$ cat src/rtl/dep_matrix_sched.sv
// dep_matrix_sched: dependency-matrix scheduler for BS instruction-buffer slots.
// Each slot holds a valid bit, an issued bit and a BS-bit dependency row.
//
// Ports:
//   clk, rst             clock and synchronous active-high reset
//   alloc_valid/idx/dep  one allocate per cycle into slot alloc_idx
//   cmp_valid/idx        NCMP completion ports, port p uses cmp_idx[p*IW +: IW]
//   issue_valid/idx      lowest-index ready slot offered to the consumer
//   issue_ready          consumer accepts the offered slot
//   ready_mask           valid & ~issued & no outstanding dependency
//   busy_mask            valid bits
//   alloc_err            one-cycle pulse after a rejected allocate
//   stall_cnt            cycles with busy slots but none ready
//   issue_cnt            accepted issue handshakes
//
// Optional feature: define IDT_PERF_EN to build the saturating perf
// counters; otherwise stall_cnt and issue_cnt are tied to zero.
module dep_matrix_sched #(
  parameter int BS    = 16,
  parameter int NCMP  = 2,
  parameter int CNT_W = 16,
  localparam int IW   = $clog2(BS)
) (
  input  logic               clk,
  input  logic               rst,
  input  logic               alloc_valid,
  input  logic [IW-1:0]      alloc_idx,
  input  logic [BS-1:0]      alloc_dep,
  input  logic [NCMP-1:0]    cmp_valid,
  input  logic [NCMP*IW-1:0] cmp_idx,
  output logic               issue_valid,
  output logic [IW-1:0]      issue_idx,
  input  logic               issue_ready,
  output logic [BS-1:0]      ready_mask,
  output logic [BS-1:0]      busy_mask,
  output logic               alloc_err,
  output logic [CNT_W-1:0]   stall_cnt,
  output logic [CNT_W-1:0]   issue_cnt
);

  logic [BS-1:0] valid_q;
  logic [BS-1:0] issued_q;
  logic [BS-1:0] dep_q [BS];
  logic          alloc_err_q;

  logic [BS-1:0] valid_d;
  logic [BS-1:0] issued_d;
  logic [BS-1:0] dep_d [BS];

  logic [BS-1:0] cmask;
  logic [BS-1:0] valid_pc;
  logic [BS-1:0] alloc_oh;
  logic [BS-1:0] row_new;
  logic [BS-1:0] issue_oh;
  logic          alloc_ok;
  logic          fire;
  logic [BS-1:0] rdy;
  logic [IW-1:0] pick;

  // Slots retired this cycle. Completions of free slots are ignored and
  // duplicate indices simply OR into the same bit.
  always_comb begin
    cmask = '0;
    for (int p = 0; p < NCMP; p++) begin
      for (int s = 0; s < BS; s++) begin
        if (cmp_valid[p] && valid_q[s] &&
            cmp_idx[p*IW +: IW] == IW'(s))
          cmask[s] = 1'b1;
      end
    end
  end

  assign valid_pc = valid_q & ~cmask;
  assign alloc_oh = BS'(1) << alloc_idx;
  assign alloc_ok = alloc_valid & ~valid_pc[alloc_idx];

  // Dependencies on free, just-completed or the slot itself are dropped.
  assign row_new = alloc_dep & valid_pc & ~alloc_oh;

  always_comb begin
    for (int i = 0; i < BS; i++)
      rdy[i] = valid_q[i] & ~issued_q[i] & ~(|dep_q[i]);
  end

  always_comb begin
    pick = '0;
    for (int i = BS - 1; i >= 0; i--) begin
      if (rdy[i])
        pick = IW'(i);
    end
  end

  assign ready_mask  = rdy;
  assign busy_mask   = valid_q;
  assign issue_valid = |rdy;
  assign issue_idx   = pick;
  assign alloc_err   = alloc_err_q;

  assign fire     = issue_valid & issue_ready;
  assign issue_oh = fire ? (BS'(1) << pick) : '0;

  // Completion beats issue on the same slot; a fresh allocate always
  // starts unissued, so the issue mask is also filtered by alloc.
  always_comb begin
    valid_d  = valid_pc;
    issued_d = (issued_q | issue_oh) & ~cmask;
    for (int i = 0; i < BS; i++) begin
      dep_d[i] = dep_q[i] & ~cmask;
      if (cmask[i])
        dep_d[i] = '0;
    end
    if (alloc_ok) begin
      valid_d  = valid_d | alloc_oh;
      issued_d = issued_d & ~alloc_oh;
      for (int i = 0; i < BS; i++) begin
        if (alloc_idx == IW'(i))
          dep_d[i] = row_new;
      end
    end
  end

  always_ff @(posedge clk) begin
    if (rst) begin
      valid_q     <= '0;
      issued_q    <= '0;
      alloc_err_q <= 1'b0;
      for (int i = 0; i < BS; i++)
        dep_q[i] <= '0;
    end else begin
      valid_q     <= valid_d;
      issued_q    <= issued_d;
      alloc_err_q <= alloc_valid & ~alloc_ok;
      for (int i = 0; i < BS; i++)
        dep_q[i] <= dep_d[i];
    end
  end

`ifdef IDT_PERF_EN
  logic [CNT_W-1:0] stall_q;
  logic [CNT_W-1:0] iss_q;
  logic             stall;

  assign stall = (|valid_q) & ~(|rdy);

  // Both counters saturate at all-ones instead of wrapping.
  always_ff @(posedge clk) begin
    if (rst) begin
      stall_q <= '0;
      iss_q   <= '0;
    end else begin
      if (stall && stall_q != {CNT_W{1'b1}})
        stall_q <= stall_q + 1'b1;
      if (fire && iss_q != {CNT_W{1'b1}})
        iss_q <= iss_q + 1'b1;
    end
  end

  assign stall_cnt = stall_q;
  assign issue_cnt = iss_q;
`else
  assign stall_cnt = '0;
  assign issue_cnt = '0;
`endif

endmodule

$ cat config.mk
export PLATFORM = sky130hd
export DESIGN_NAME = dep_matrix_sched
export DESIGN_NICKNAME = d
export VERILOG_FILES = /design/src/rtl/dep_matrix_sched.sv
export SDC_FILE = /design/constraint.sdc
export NUM_CORES = 1
export LEC_CHECK = 0
export ABC_AREA = 1
export BUFFER_PORTS_ARGS = -buffer_cell sky130_fd_sc_hd__buf_2
export CAP_MARGIN = 20
export CORE_ASPECT_RATIO = 1.1
export CORE_MARGIN = 3
export CORE_UTILIZATION = 45
export CTS_CLUSTER_SIZE = 16
export DETAILED_ROUTE_END_ITERATION = 12
export HOLD_SLACK_MARGIN = 0.06
export PLACE_DENSITY_LB_ADDON = 0.15
export SLEW_MARGIN = 20
export SYNTH_ARGS = -nofsm -noshare
export SYNTH_HDL_FRONTEND = slang
export SYNTH_SLANG_ARGS = --single-unit
$ cat constraint.sdc
create_clock -name clk -period 2.41 [get_ports clk]
set_input_delay 0.241 -clock clk [delete_from_list [all_inputs] [get_ports clk]]
set_output_delay 0.241 -clock clk [all_outputs]
set_load 0.05 [all_outputs]
==> metrics.log, run 1 <==
[metrics] run status: finished with violations
[metrics] violations in the final reports: negative setup slack
[metrics] cells taking the most area after synthesis: sky130_fd_sc_hd__dfxtp_1 (36%), sky130_fd_sc_hd__nand4_1 (19%), sky130_fd_sc_hd__a21oi_1 (8.5%)
[metrics] max-slew violation count: 0
[metrics] Hold Path Cell Cnt: 6
[metrics] Avg Inst Size Synth: about 7 sq um
[metrics] x dimension of the die: 186 microns
[metrics] sum of net half-perimeters after detailed placement: 41.0 mm
[metrics] final setup violating endpoints: 9
[metrics] worst endpoint data arrival time: 2.69 ns
[metrics] Routed met1 length: 26.3 mm
[metrics] post-detailed-route via-to-cell ratio: about 6.4
[metrics] Max Clock Skew: 0.0287 ns
[metrics] Worst Max-Slew Pin Slew: 0.992 ns
[metrics] worst hold start: alloc_idx[2]
[metrics] Synth-to-Final Area Change: 35.0%
[metrics] hold crit path type: in2reg
[metrics] Period Utilization, post-route: 122%
[metrics] Cell Pwr Density: 548 nW/um^2
[metrics] max-cap viol count: 0
[metrics] worst reg2reg startpoint: dep_q[1][101]
[metrics] Setup Total Neg Slack: -2.22 ns
[metrics] Worst Slack Setup Final: -0.524 ns
[metrics] antenna violations before repair: 0
[metrics] number of cell instances on the worst register-to-register path: 24
[metrics] via count of the first global-routing pass: 17524
[metrics] leakage power figure: 8.00 nW
[metrics] final WL: roughly 67 mm
[metrics] Critical Path RT: 2.17 ns
[metrics] root buffer cell: sky130_fd_sc_hd__clkbuf_16
[metrics] worst max-slew margin expressed relative to the limit: roughly 34%
[metrics] critical register-to-register path endpoint: issued_q[2]
[metrics] internal power: approximately 0.0087 W
[metrics] Critical Path Sink Type: primary output
[metrics] category of the most critical setup path: reg2out
[metrics] number of detailed-routing iterations run before antenna repair: 5
[metrics] post-place instance area: 19000 sq um
[metrics] CP Max Fanout: 2
[metrics] Routed met3 length: 6.20 mm
[metrics] mapped cell area: about 16000 sq um
[metrics] core region area: 34600 sq um
[metrics] Syn Inst Count: 2337
[metrics] most common library cell in the layout ignoring fill and taps: sky130_fd_sc_hd__nand4_1
[metrics] CTS Buffer Depth: 3
[metrics] Port Buffers: slightly above 70
[metrics] number of buffers added by the clock tree synthesis step: 35
[metrics] most frequent cells in the layout: sky130_fd_sc_hd__nand4_1 (476), sky130_fd_sc_hd__nand2_1 (300), sky130_fd_sc_hd__buf_4 (296), sky130_fd_sc_hd__dfxtp_1 (269), sky130_fd_sc_hd__a21oi_1 (250)
[metrics] ratio of cells with drive above 1 in the final layout: about 28%
[metrics] Worst Hold End: busy_mask[1]
[metrics] global route overflow: 0
[metrics] Die Height: 204 microns
[metrics] initial standard-cell utilization of the core: 46.2%
[metrics] final net count: ~2600
[metrics] TritonCTS clock tree: yes
[metrics] final-report hold violation count: 0
[metrics] Highest Clock Rate: between 300 and 400 MHz
[metrics] iteration-0 DRC count of the detailed router: roughly 2500
[metrics] part of the power in the clock network: 47.3%
[metrics] via count of the routed design: ~19000
[metrics] area of all placed cells without fillers: 21600 sq um
[metrics] number of warning messages in the yosys log: 0
[metrics] number of H-tree levels: 2
[metrics] Synth top area share: between 30% and 40%
[metrics] remaining antenna violation count: 0
[metrics] number of sinks driven by the clock tree: 289
[metrics] fin util: between 60% and 70%
[metrics] top layer in use: met4
[metrics] biggest area consumer among synthesized cells: sky130_fd_sc_hd__dfxtp_1
[metrics] proportion of power drawn by flip-flops and latches: 40.5%
[metrics] Gate power share: 12.2%
[metrics] Die Outline Area: 37900 sq um
[metrics] Netlist cell types: 34
[metrics] average wire per standard cell: about 22 microns
[metrics] minimum period implied by the final worst setup slack: about 2.9 ns
[metrics] met2 wire length: a little over 30 mm
[metrics] NetSw: 0.00316 W
[metrics] first-pass GRT wire length: 97.9 mm
[metrics] register area share after synthesis: 36.1%
[metrics] Overall Global Routing Usage: 32.6%
[metrics] Clock transition at path regs: 0.06 ns
[metrics] number of synthesized register bits: between 200 and 300
[metrics] largest voltage drop on the vdd net: 0.000574 V
[metrics] startpoint type of the worst setup path: flip-flop
[metrics] net switching fraction of the power: 26.7%
[metrics] number of placement rows: 71
[metrics] number of remaining DRC errors: 0
[metrics] setup slack on the worst flop-to-flop path: -0.06 ns
[metrics] count of inserted antenna diode cells: 0
[metrics] I/O Pins: 104
[metrics] Clk Latency, worst-skew pair: 0.54 ns
[metrics] Post-Route Hold Slack: approximately 0.26 ns
[metrics] routability-driven placement congestion ratio: 0.936
[metrics] unrepaired setup endpoints after global routing: true
[metrics] maximum number of pins on one net before global-route repair: around 160
-- stage by stage --
stage | power, W | instances | setup slack (ns)
global route | 0.0121 | 3039 | -0.617
CTS | 0.0117 | 3009 | -0.526
floorplan | 0.00564 | 2368 | -0.196
finish | 0.0118 | 3039 | -0.524
detailed placement | 0.00609 | 2946 | -0.565
global placement | 0.00609 | 2946 | -0.514
-- cell families after synthesis --
kind of cell	Yosys count	synth area share (%)
flip-flops	289	36.1
other	1	0.0234
AND/OR/NAND/NOR	1140	36.7
AO/OA/AOI/OAI	516	16.5
buffers and inverters	391	10.7
-- per-layer routing --
| layer | GRT usage (%) | up-vias |
|---|---|---|
| met5 | 0 | - |
| met4 | 14.4 | 0 |
| met3 | 4.86 | 178 |
| met2 | 52.7 | 1045 |
| met1 | 43.2 | 9315 |
| li1 | - | 8872 |
-- power by group through the flow --
stage	logic (W)	registers [W]	clock network [W]
after global placement	0.00118	0.00490	0
final	0.00144	0.00480	0.00561
after floorplan	0.000713	0.00493	0
after CTS	0.00124	0.00480	0.00565
after global routing	0.00150	0.00480	0.00581
after detailed placement	0.00118	0.00490	0
-- cell type report --
class	instances	area, sq um
clock inverters	11	170
well taps	438	548
repair buffers	441	4020
inverters	123	488
flip-flops and latches	289	5810
clock buffers	49	1030
fillers	3074	13000
multi-input cells	1688	9560
-- flip-flops by register name, summed over array words and instances (netlist names) --
signal     cells
alloc_err      1
busy_mask     16
dep_q        256
issued_q      16
-- worst max-delay path, cell delays in order, from the launching register on --
cell and delay (ns):
sky130_fd_sc_hd__dfxtp_2 0.32, sky130_fd_sc_hd__or2_4 0.25, sky130_fd_sc_hd__nor2_4 0.10, sky130_fd_sc_hd__inv_2 0.04, sky130_fd_sc_hd__nor3_2 0.18, sky130_fd_sc_hd__and2_4 0.18, sky130_fd_sc_hd__inv_2 0.04, sky130_fd_sc_hd__a21oi_2 0.15
sky130_fd_sc_hd__o21ai_2 0.09, sky130_fd_sc_hd__a21oi_4 0.17, sky130_fd_sc_hd__o21ai_2 0.09, sky130_fd_sc_hd__nand2_1 0.06, sky130_fd_sc_hd__nand2_1 0.06, sky130_fd_sc_hd__nand2_2 0.08, sky130_fd_sc_hd__nand2_2 0.05, sky130_fd_sc_hd__nand2_2 0.08
sky130_fd_sc_hd__a21oi_4 0.06, sky130_fd_sc_hd__buf_6 0.15
-- worst max-delay path by stage --
stage / startpoint / end / slack, ns / cells after the start
2_1_floorplan: dep_q[0][119] / issue_idx[0] / -0.20 / 10
5_1_grt: dep_q[1][104] / issue_idx[0] / -0.62 / 17
3_5_place_dp: cmp_valid[1] / dep_q[0][97] / -0.56 / 14
6_report: dep_q[1][104] / issue_idx[0] / -0.52 / 17
4_1_cts: dep_q[1][107] / issue_idx[0] / -0.53 / 17
3_3_place_gp: cmp_valid[1] / dep_q[0][97] / -0.51 / 14
-- cell usage after synthesis --
cell type and count:
sky130_fd_sc_hd__nor2_1 148, sky130_fd_sc_hd__inv_2 20, sky130_fd_sc_hd__buf_4 38, sky130_fd_sc_hd__nor2_2 2, sky130_fd_sc_hd__o21bai_1 2, sky130_fd_sc_hd__buf_1 45
sky130_fd_sc_hd__clkbuf_1 161, sky130_fd_sc_hd__and2_0 2, sky130_fd_sc_hd__buf_2 12, sky130_fd_sc_hd__o22ai_1 6, sky130_fd_sc_hd__a22oi_1 3, sky130_fd_sc_hd__nand2_1 337
sky130_fd_sc_hd__or2_2 8, sky130_fd_sc_hd__o31ai_1 2, sky130_fd_sc_hd__a21oi_1 272, sky130_fd_sc_hd__or2_0 26, sky130_fd_sc_hd__nor3b_1 6, sky130_fd_sc_hd__inv_1 103
sky130_fd_sc_hd__dfxtp_1 289, sky130_fd_sc_hd__nor3_4 1, sky130_fd_sc_hd__or4_1 20, sky130_fd_sc_hd__nand2_2 1, sky130_fd_sc_hd__a21boi_0 1, sky130_fd_sc_hd__buf_6 12
sky130_fd_sc_hd__nor3_1 30, sky130_fd_sc_hd__and2_1 5, sky130_fd_sc_hd__a32oi_1 5, sky130_fd_sc_hd__nand4_1 476, sky130_fd_sc_hd__o21ai_0 215, sky130_fd_sc_hd__nand3_1 41
sky130_fd_sc_hd__o21ai_1 3, sky130_fd_sc_hd__nor4_1 37, sky130_fd_sc_hd__a31oi_1 7, sky130_fd_sc_hd__conb_1 1
-- what timing repair did --
item                                   CTS  global route
endpoints found under the hold margin    1             0
pin swaps                               27            89
buffers inserted                         6            19
cloned                                   0            14
setup endpoints to repair               33           202
gates resized for setup                 80           182
hold buffers                             1             0
(Power assumes the default switching activity.)
==> run 2, diff against run 1 <==
- RECOVER_POWER: default -> 50
==> run 2 against run 1 <==
The run still ends with negative setup slack left. Clock skew hardly changed. Sequential cell count stayed put. Clock power hardly changed. Cell count stayed put. Register-to-register slack worse by 0.18 ns. Global-route usage stayed put. Sequential share of layout area is 0.058 points higher. Core utilization is 0.13 points lower. Highest routed layer unchanged.
==> metrics.log, run 2 (synthesis results as in run 1) <==
[metrics] Port Buffers: 71 (unchanged)
[metrics] Highest Clock Rate: 342 MHz (+0.36%)
[metrics] x dimension of the die: 186 microns (unchanged)
[metrics] Period Utilization, post-route: 121% (-0.44 points)
[metrics] Overall Global Routing Usage: 32.6% (unchanged)
[metrics] Worst path max stage delay: 0.32 ns (about the same)
[metrics] worst max-slew margin expressed relative to the limit: 38.4% (+4.5 points)
[metrics] run status: finished with violations
[metrics] leakage power figure: 7.91 nW (-1.1%)
[metrics] remaining antenna violation count: 0 (unchanged)
[metrics] ratio of cells with drive above 1 in the final layout: 26.9% (-0.73 points)
[metrics] Clk Latency, worst-skew pair: 0.54 ns (about the same)
[metrics] most common library cell in the layout ignoring fill and taps: sky130_fd_sc_hd__nand4_1
[metrics] via count of the first global-routing pass: 17524 (unchanged)
[metrics] initial standard-cell utilization of the core: 46.2% (unchanged)
[metrics] Critical Path RT: 2.17 ns (about the same)
[metrics] number of buffers added by the clock tree synthesis step: 35 (unchanged)
[metrics] number of detailed-routing iterations run before antenna repair: 6 (+1)
[metrics] I/O Pins: 104 (unchanged)
[metrics] critical path, cell by cell: or2_4, nor2_4, inv_2, nor3_2, and2_4, inv_2, a21oi_2, o21ai_2, a21oi_4, o21ai_2, nand2_1, nand2_1, nand2_2, nand2_2, nand2_2, a21oi_4, buf_6
[metrics] number of remaining DRC errors: 0 (unchanged)
[metrics] largest voltage drop on the vdd net: 0.000574 V (about the same)
[metrics] TritonCTS clock tree: yes
[metrics] most used cell, CP: sky130_fd_sc_hd__nand2_2
[metrics] root buffer cell: sky130_fd_sc_hd__clkbuf_16
[metrics] category of the most critical setup path: reg2out
[metrics] CP Max Fanout: 2 (unchanged)
[metrics] fillcell total: 3089 (+0.49%)
[metrics] violations in the final reports: negative setup slack
[metrics] CTS Buffer Depth: 3 (unchanged)
[metrics] Worst Slack Setup Final: -0.513 ns (+0.0105 ns)
[metrics] average wire per standard cell: 21.9 microns (about the same)
[metrics] Synth-to-Final Area Change: 34.7%
[metrics] max-cap viol count: 0 (unchanged)
[metrics] number of sinks driven by the clock tree: 289 (unchanged)
[metrics] area of all placed cells without fillers: 21600 sq um (-0.21%)
[metrics] final WL: 66.7 mm (about the same)
[metrics] global route overflow: 0 (unchanged)
[metrics] hold crit path type: in2reg
[metrics] Clock transition at path regs: 0.06 ns (about the same)
[metrics] Worst Max-Slew Pin Slew: 0.923 ns (-0.0687 ns)
[metrics] number of H-tree levels: 2 (unchanged)
[metrics] Die Height: 204 microns (unchanged)
[metrics] worst-path cell with the longest stage delay: sky130_fd_sc_hd__dfxtp_2
[metrics] antenna violations before repair: 0 (unchanged)
[metrics] unrepaired setup endpoints after global routing: true
[metrics] post-detailed-route via-to-cell ratio: 6.38 (about the same)
[metrics] minimum period implied by the final worst setup slack: 2.92 ns (-0.0105 ns)
[metrics] max reg flops: 256 (unchanged)
[metrics] Die Outline Area: 37900 sq um (unchanged)
[metrics] maximum number of pins on one net before global-route repair: 159 (unchanged)
[metrics] count of inserted antenna diode cells: 0 (unchanged)
[metrics] routability-driven placement congestion ratio: 0.936 (unchanged)
[metrics] pre-CTS WS: -0.565 ns (unchanged)
[metrics] final setup violating endpoints: 293 (+284)
[metrics] fin util: 62.3% (-0.13 points)
[metrics] startpoint type of the worst setup path: flip-flop
[metrics] Critical Path Sink Type: primary output
[metrics] Max Clock Skew: 0.0286 ns (-0.000152 ns)
[metrics] iteration-0 DRC count of the detailed router: 2474 (-0.72%)
[metrics] number of placement rows: 71 (unchanged)
[metrics] Cell Pwr Density: 549 nW/um^2 (+0.29%)
[metrics] worst endpoint data arrival time: 2.68 ns (about the same)
[metrics] first-pass GRT wire length: 97.9 mm (unchanged)
[metrics] core region area: 34600 sq um (unchanged)
[metrics] via count of the routed design: 19404 (-0.031%)
[metrics] sum of net half-perimeters after detailed placement: 41.0 mm (unchanged)
[metrics] max-slew violation count: 0 (unchanged)
[metrics] most frequent cells in the layout: sky130_fd_sc_hd__nand4_1 (476), sky130_fd_sc_hd__nand2_1 (300), sky130_fd_sc_hd__buf_4 (296), sky130_fd_sc_hd__dfxtp_1 (269), sky130_fd_sc_hd__a21oi_1 (250)
[metrics] power consumption: 0.0119 W (about the same)
[metrics] final net count: 2612 (unchanged)
[metrics] post-place instance area: 19000 sq um (unchanged)
[metrics] Top reg by flops: dep_q
[metrics] final-report hold violation count: 0 (unchanged)
[run 2: cell types whose count changed in the layout (fill, tap and decap cells not counted), sizes merged]
cell | before | now
buf | 425 | 404
clkbuf | 64 | 85
[run 2: repair_timing]
item,in CTS,in global routing
endpoints found under the setup margin,33,202
buffers inserted,6,19
pin swaps,27,89
cloned,0,14
hold buffers,1,0
hold endpoints to repair,1,0
resized for setup,80,182
[run 2: critical path: cells and delay by family (launching register included)]
kind            cells  cell delay, ns
compound gates      5            0.56
buf+inv             3            0.23
flops               1            0.32
simple gates        9            1.03
[run 2: path summary, 6_finish.rpt]
| check | from | end | slack [ns] | cells after the start |
|---|---|---|---|---|
| hold reg to reg | dep_q[0][0] | dep_q[0][0] | 0.43 | 2 |
| setup reg to reg | busy_mask[7] | dep_q[0][96] | -0.24 | 14 |
| hold / removal | rst | dep_q[0][36] | 0.24 | 3 |
| setup / recovery | dep_q[1][104] | issue_idx[0] | -0.51 | 17 |
[run 2: metal layers]
layer | global-route usage, % | vias up | share of wire, %
li1 | - | 8878 | -
met1 | 43.2 | 9299 | 39
met2 | 52.7 | 1044 | 46
met3 | 4.86 | 183 | 9.5
met4 | 14.4 | 0 | 4.7
met5 | 0 | - | 0
[run 2: metrics by stage]
stage               TNS, ns  hold slack (ns)  cells
floorplan            -0.521            0.369   2368
global placement    -113.20            0.418   2946
detailed placement  -123.52            0.418   2946
CTS                   -2.30            0.236   3009
global route         -68.91            0.296   3039
finish               -50.70            0.237   3039
[run 2: final cells by class]
cell class | instances | area [sq um] | area share [%]
sequential | 289 | 5810 | 26.9
clock buffer | 49 | 1030 | 4.77
timing repair buffer | 441 | 3990 | 18.5
clock inverter | 11 | 170 | 0.789
tap | 438 | 548 | 2.54
multi-input combinational | 1688 | 9540 | 44.2
inverter | 123 | 488 | 2.26
[run 2: power by group]
group,internal [W],switching (W),leakage (nW),total [W]
logic,0.000485,0.000952,4.98,0.00144
clock network,0.00341,0.00221,0.595,0.00562
registers,0.00479,0.00000848,2.34,0.00480
==> run 3, diff against run 2 <==
- CELL_PAD_IN_SITES_DETAIL_PLACEMENT: default -> 1
- CELL_PAD_IN_SITES_GLOBAL_PLACEMENT: default -> 1
- CORE_UTILIZATION: 45 -> 44
==> run 3 against run 2 <==
The run still ends with negative setup slack left. Core utilization down 2.0 points. Highest routed layer is now met5. Power down 0.43%. Non-clock buffer count down 12.
==> metrics.log, run 3 (synthesis results as in run 1) <==
[metrics] run status: finished with violations
[metrics] violations in the final reports: negative setup slack
[metrics] Max Clock Skew: 0.0316 ns (+0.00304 ns)
[metrics] core region area: 35500 sq um (+2.4%)
[metrics] number of placement rows: 72 (+1.4%)
[metrics] fin util: 60.2% (-2.0 points)
[metrics] global route overflow: 0 (unchanged)
[metrics] net switching fraction of the power: 28.2% (+1.4 points)
[metrics] NetSw: 0.00332 W (+4.9%)
[metrics] remaining antenna violation count: 0 (unchanged)
[metrics] worst reg2reg startpoint: dep_q[1][107]
[metrics] startpoint type of the worst setup path: flip-flop
[metrics] unrepaired setup endpoints after global routing: true
[metrics] area of all placed cells without fillers: 21400 sq um (-0.92%)
[metrics] worst hold start: rst
[metrics] final setup violating endpoints: 293 (unchanged)
[metrics] Period Utilization, post-route: 125% (+3.5 points)
[metrics] Layout Cells excl Fill: 3076 (+1.2%)
[metrics] number of cell instances on the worst register-to-register path: 26 (+12)
[metrics] Die Height: 206 microns (+1.1%)
[metrics] critical register-to-register path endpoint: issued_q[9]
[metrics] number of sinks driven by the clock tree: 289 (unchanged)
[metrics] Setup Total Neg Slack: -44.20 ns (+6.50 ns)
[metrics] part of the power in the clock network: 46.6% (-0.8 points)
[metrics] final-report hold violation count: 0 (unchanged)
[metrics] Clk Latency, worst-skew pair: 0.55 ns (about the same)
[metrics] CP Max Fanout: 2 (unchanged)
[metrics] Synth-to-Final Area Change: 33.5%
[metrics] post-place instance area: 18800 sq um (-1.2%)
[metrics] Critical Path RT: 2.17 ns (about the same)
[metrics] register area: 5820 sq um (+0.22%)
[metrics] number of detailed-routing iterations run before antenna repair: 6 (unchanged)
[metrics] via count of the routed design: 20589 (+6.1%)
[metrics] Worst Max-Slew Pin Slew: 0.904 ns (-0.0192 ns)
[metrics] most frequent cells in the layout: sky130_fd_sc_hd__nand4_1 (476), sky130_fd_sc_hd__nand2_1 (316), sky130_fd_sc_hd__buf_4 (292), sky130_fd_sc_hd__dfxtp_1 (265), sky130_fd_sc_hd__a21oi_1 (249)
[metrics] Overall Global Routing Usage: 37.6% (+5.0 points)
[metrics] x dimension of the die: 188 microns (+1.1%)
[metrics] final WL: 82.5 mm (+24%)
[metrics] sum of net half-perimeters after detailed placement: 47.8 mm (+17%)
[metrics] root buffer cell: sky130_fd_sc_hd__clkbuf_16
[metrics] average wire per standard cell: 26.8 microns (+22%)
[metrics] CTS Buffer Depth: 3 (unchanged)
[metrics] iteration-0 DRC count of the detailed router: 2171 (-12%)
[metrics] first-pass GRT wire length: 115 mm (+18%)
[metrics] instance count after placement with tap cells included: 2956 (+0.34%)
[metrics] category of the most critical setup path: reg2out
[metrics] post-detailed-route via-to-cell ratio: 6.69 (+4.8%)
[metrics] Highest Clock Rate: 333 MHz (-2.8%)
[metrics] Clock transition at path regs: 0.07 ns (about the same)
[metrics] Die Outline Area: 38700 sq um (+2.2%)
[metrics] initial standard-cell utilization of the core: 45.1% (-1.1 points)
[metrics] number of remaining DRC errors: 0 (unchanged)
[metrics] Worst Hold End: dep_q[1][64]
[metrics] Critical Path Sink Type: primary output
[metrics] number of buffers added by the clock tree synthesis step: 36 (+2.9%)
[metrics] hold crit path type: in2reg
[metrics] internal power: 0.00848 W (-2.4%)
[metrics] most common library cell in the layout ignoring fill and taps: sky130_fd_sc_hd__nand4_1
[metrics] worst max-slew margin expressed relative to the limit: 39.7% (+1.3 points)
[metrics] TritonCTS clock tree: yes
[metrics] max-slew violation count: 0 (unchanged)
[metrics] max reg flops: 256 (unchanged)
[metrics] via count of the first global-routing pass: 20159 (+15%)
[metrics] maximum number of pins on one net before global-route repair: 170 (+6.9%)
[metrics] minimum period implied by the final worst setup slack: 3.01 ns (+0.0840 ns)
[metrics] I/O Pins: 104 (unchanged)
[metrics] proportion of power drawn by flip-flops and latches: 40.7% (+0.2 points)
[metrics] ratio of cells with drive above 1 in the final layout: 25.2% (-1.7 points)
[metrics] Gate power share: 12.7% (+0.6 points)
[metrics] area of the multi-input gates: 9360 sq um (-1.9%)
[metrics] leakage power figure: 7.81 nW (-1.3%)
[metrics] setup slack on the worst flop-to-flop path: -0.49 ns (-0.25 ns)
[metrics] Top reg by flops: dep_q
[metrics] Worst Slack Setup Final: -0.597 ns (-0.0840 ns)
[metrics] worst endpoint data arrival time: 2.77 ns (+0.09 ns)
[metrics] Hold Path Cell Cnt: 2 (-1)
[metrics] antenna violations before repair: 6 (+6)
[metrics] max-cap viol count: 0 (unchanged)
[metrics] fillcell total: 4447 (+44%)
[metrics] number of H-tree levels: 2 (unchanged)
[metrics] final net count: 2602 (-0.38%)
[metrics] largest voltage drop on the vdd net: 0.000540 V (-5.9%)
[metrics] routability-driven placement congestion ratio: 0.966 (+3.2%)
[metrics] Port Buffers: 71 (unchanged)
[metrics] Cell Pwr Density: 552 nW/um^2 (+0.50%)
[metrics] pre-CTS WS: -0.464 ns (+0.101 ns)
## run 3: area by class of cell
type	instances	share of cell area, %
Clock inverter	9	0.375
Multi-Input combinational cell	1688	43.8
Clock buffer	54	5.05
Antenna cell	2	0.0234
Tap cell	481	2.81
Timing Repair inverter	1	0.0176
Inverter	123	2.28
Sequential cell	289	27.2
Timing Repair Buffer	429	18.4
## run 3: power by group through the flow
stage / registers, W / logic, W / clock network [W]
after floorplan: 0.00493 / 0.000713 / 0
after global placement: 0.00491 / 0.00117 / 0
after detailed placement: 0.00491 / 0.00118 / 0
after CTS: 0.00480 / 0.00127 / 0.00548
after global routing: 0.00480 / 0.00155 / 0.00568
final: 0.00480 / 0.00150 / 0.00550
## run 3: timing repair
| action | 4_1_cts | 5_1_grt |
|---|---|---|
| buffers inserted | 23 | 23 |
| pin swaps | 37 | 43 |
| cloned | 0 | 17 |
| hold endpoints to repair | 1 | 0 |
| endpoints found under the setup margin | 238 | 273 |
| hold buffers | 1 | 0 |
| gates resized for setup | 110 | 119 |
## run 3: how the worst max path moves through the flow
| stage | endpoint | start | depth (start not counted) |
|---|---|---|---|
| after global routing | issued_q[9] | dep_q[1][107] | 26 |
| after floorplan | issue_idx[0] | dep_q[0][119] | 10 |
| after global placement | dep_q[1][91] | cmp_idx[7] | 17 |
| final | issue_idx[0] | dep_q[1][106] | 17 |
| after CTS | issue_idx[0] | dep_q[1][106] | 17 |
| after detailed placement | dep_q[1][91] | cmp_idx[7] | 17 |
## run 3: per-stage QoR
step | hold slack, ns | power, W
after floorplan | 0.369 | 0.00564
after global placement | 0.414 | 0.00607
after detailed placement | 0.422 | 0.00609
after CTS | 0.0678 | 0.0116
after global routing | 0.100 | 0.0120
final | 0.0990 | 0.0118
## run 3: routing by layer
metal | vias up | GRT usage, % | wire length (microns)
met5 | - | 0 | 75
met4 | 8 | 23.2 | 5830
met3 | 375 | 6.73 | 7220
met2 | 1142 | 63.8 | 39000
met1 | 10195 | 44.4 | 30400
li1 | 8869 | - | -
## run 3: worst max-delay path, cell delays in order (launching register included)
cell	delay [ns]
sky130_fd_sc_hd__dfxtp_2	0.32
sky130_fd_sc_hd__or2_4	0.25
sky130_fd_sc_hd__nor2_4	0.11
sky130_fd_sc_hd__inv_1	0.06
sky130_fd_sc_hd__nor3_2	0.13
sky130_fd_sc_hd__and2_4	0.19
sky130_fd_sc_hd__inv_2	0.06
sky130_fd_sc_hd__a21oi_4	0.15
sky130_fd_sc_hd__o21ai_4	0.08
sky130_fd_sc_hd__a21oi_2	0.15
sky130_fd_sc_hd__o21ai_1	0.07
sky130_fd_sc_hd__nand2_1	0.07
sky130_fd_sc_hd__nand2_1	0.06
sky130_fd_sc_hd__nand2_1	0.10
sky130_fd_sc_hd__nand2_1	0.09
sky130_fd_sc_hd__nand2_2	0.12
sky130_fd_sc_hd__a21oi_4	0.07
sky130_fd_sc_hd__buf_6	0.15
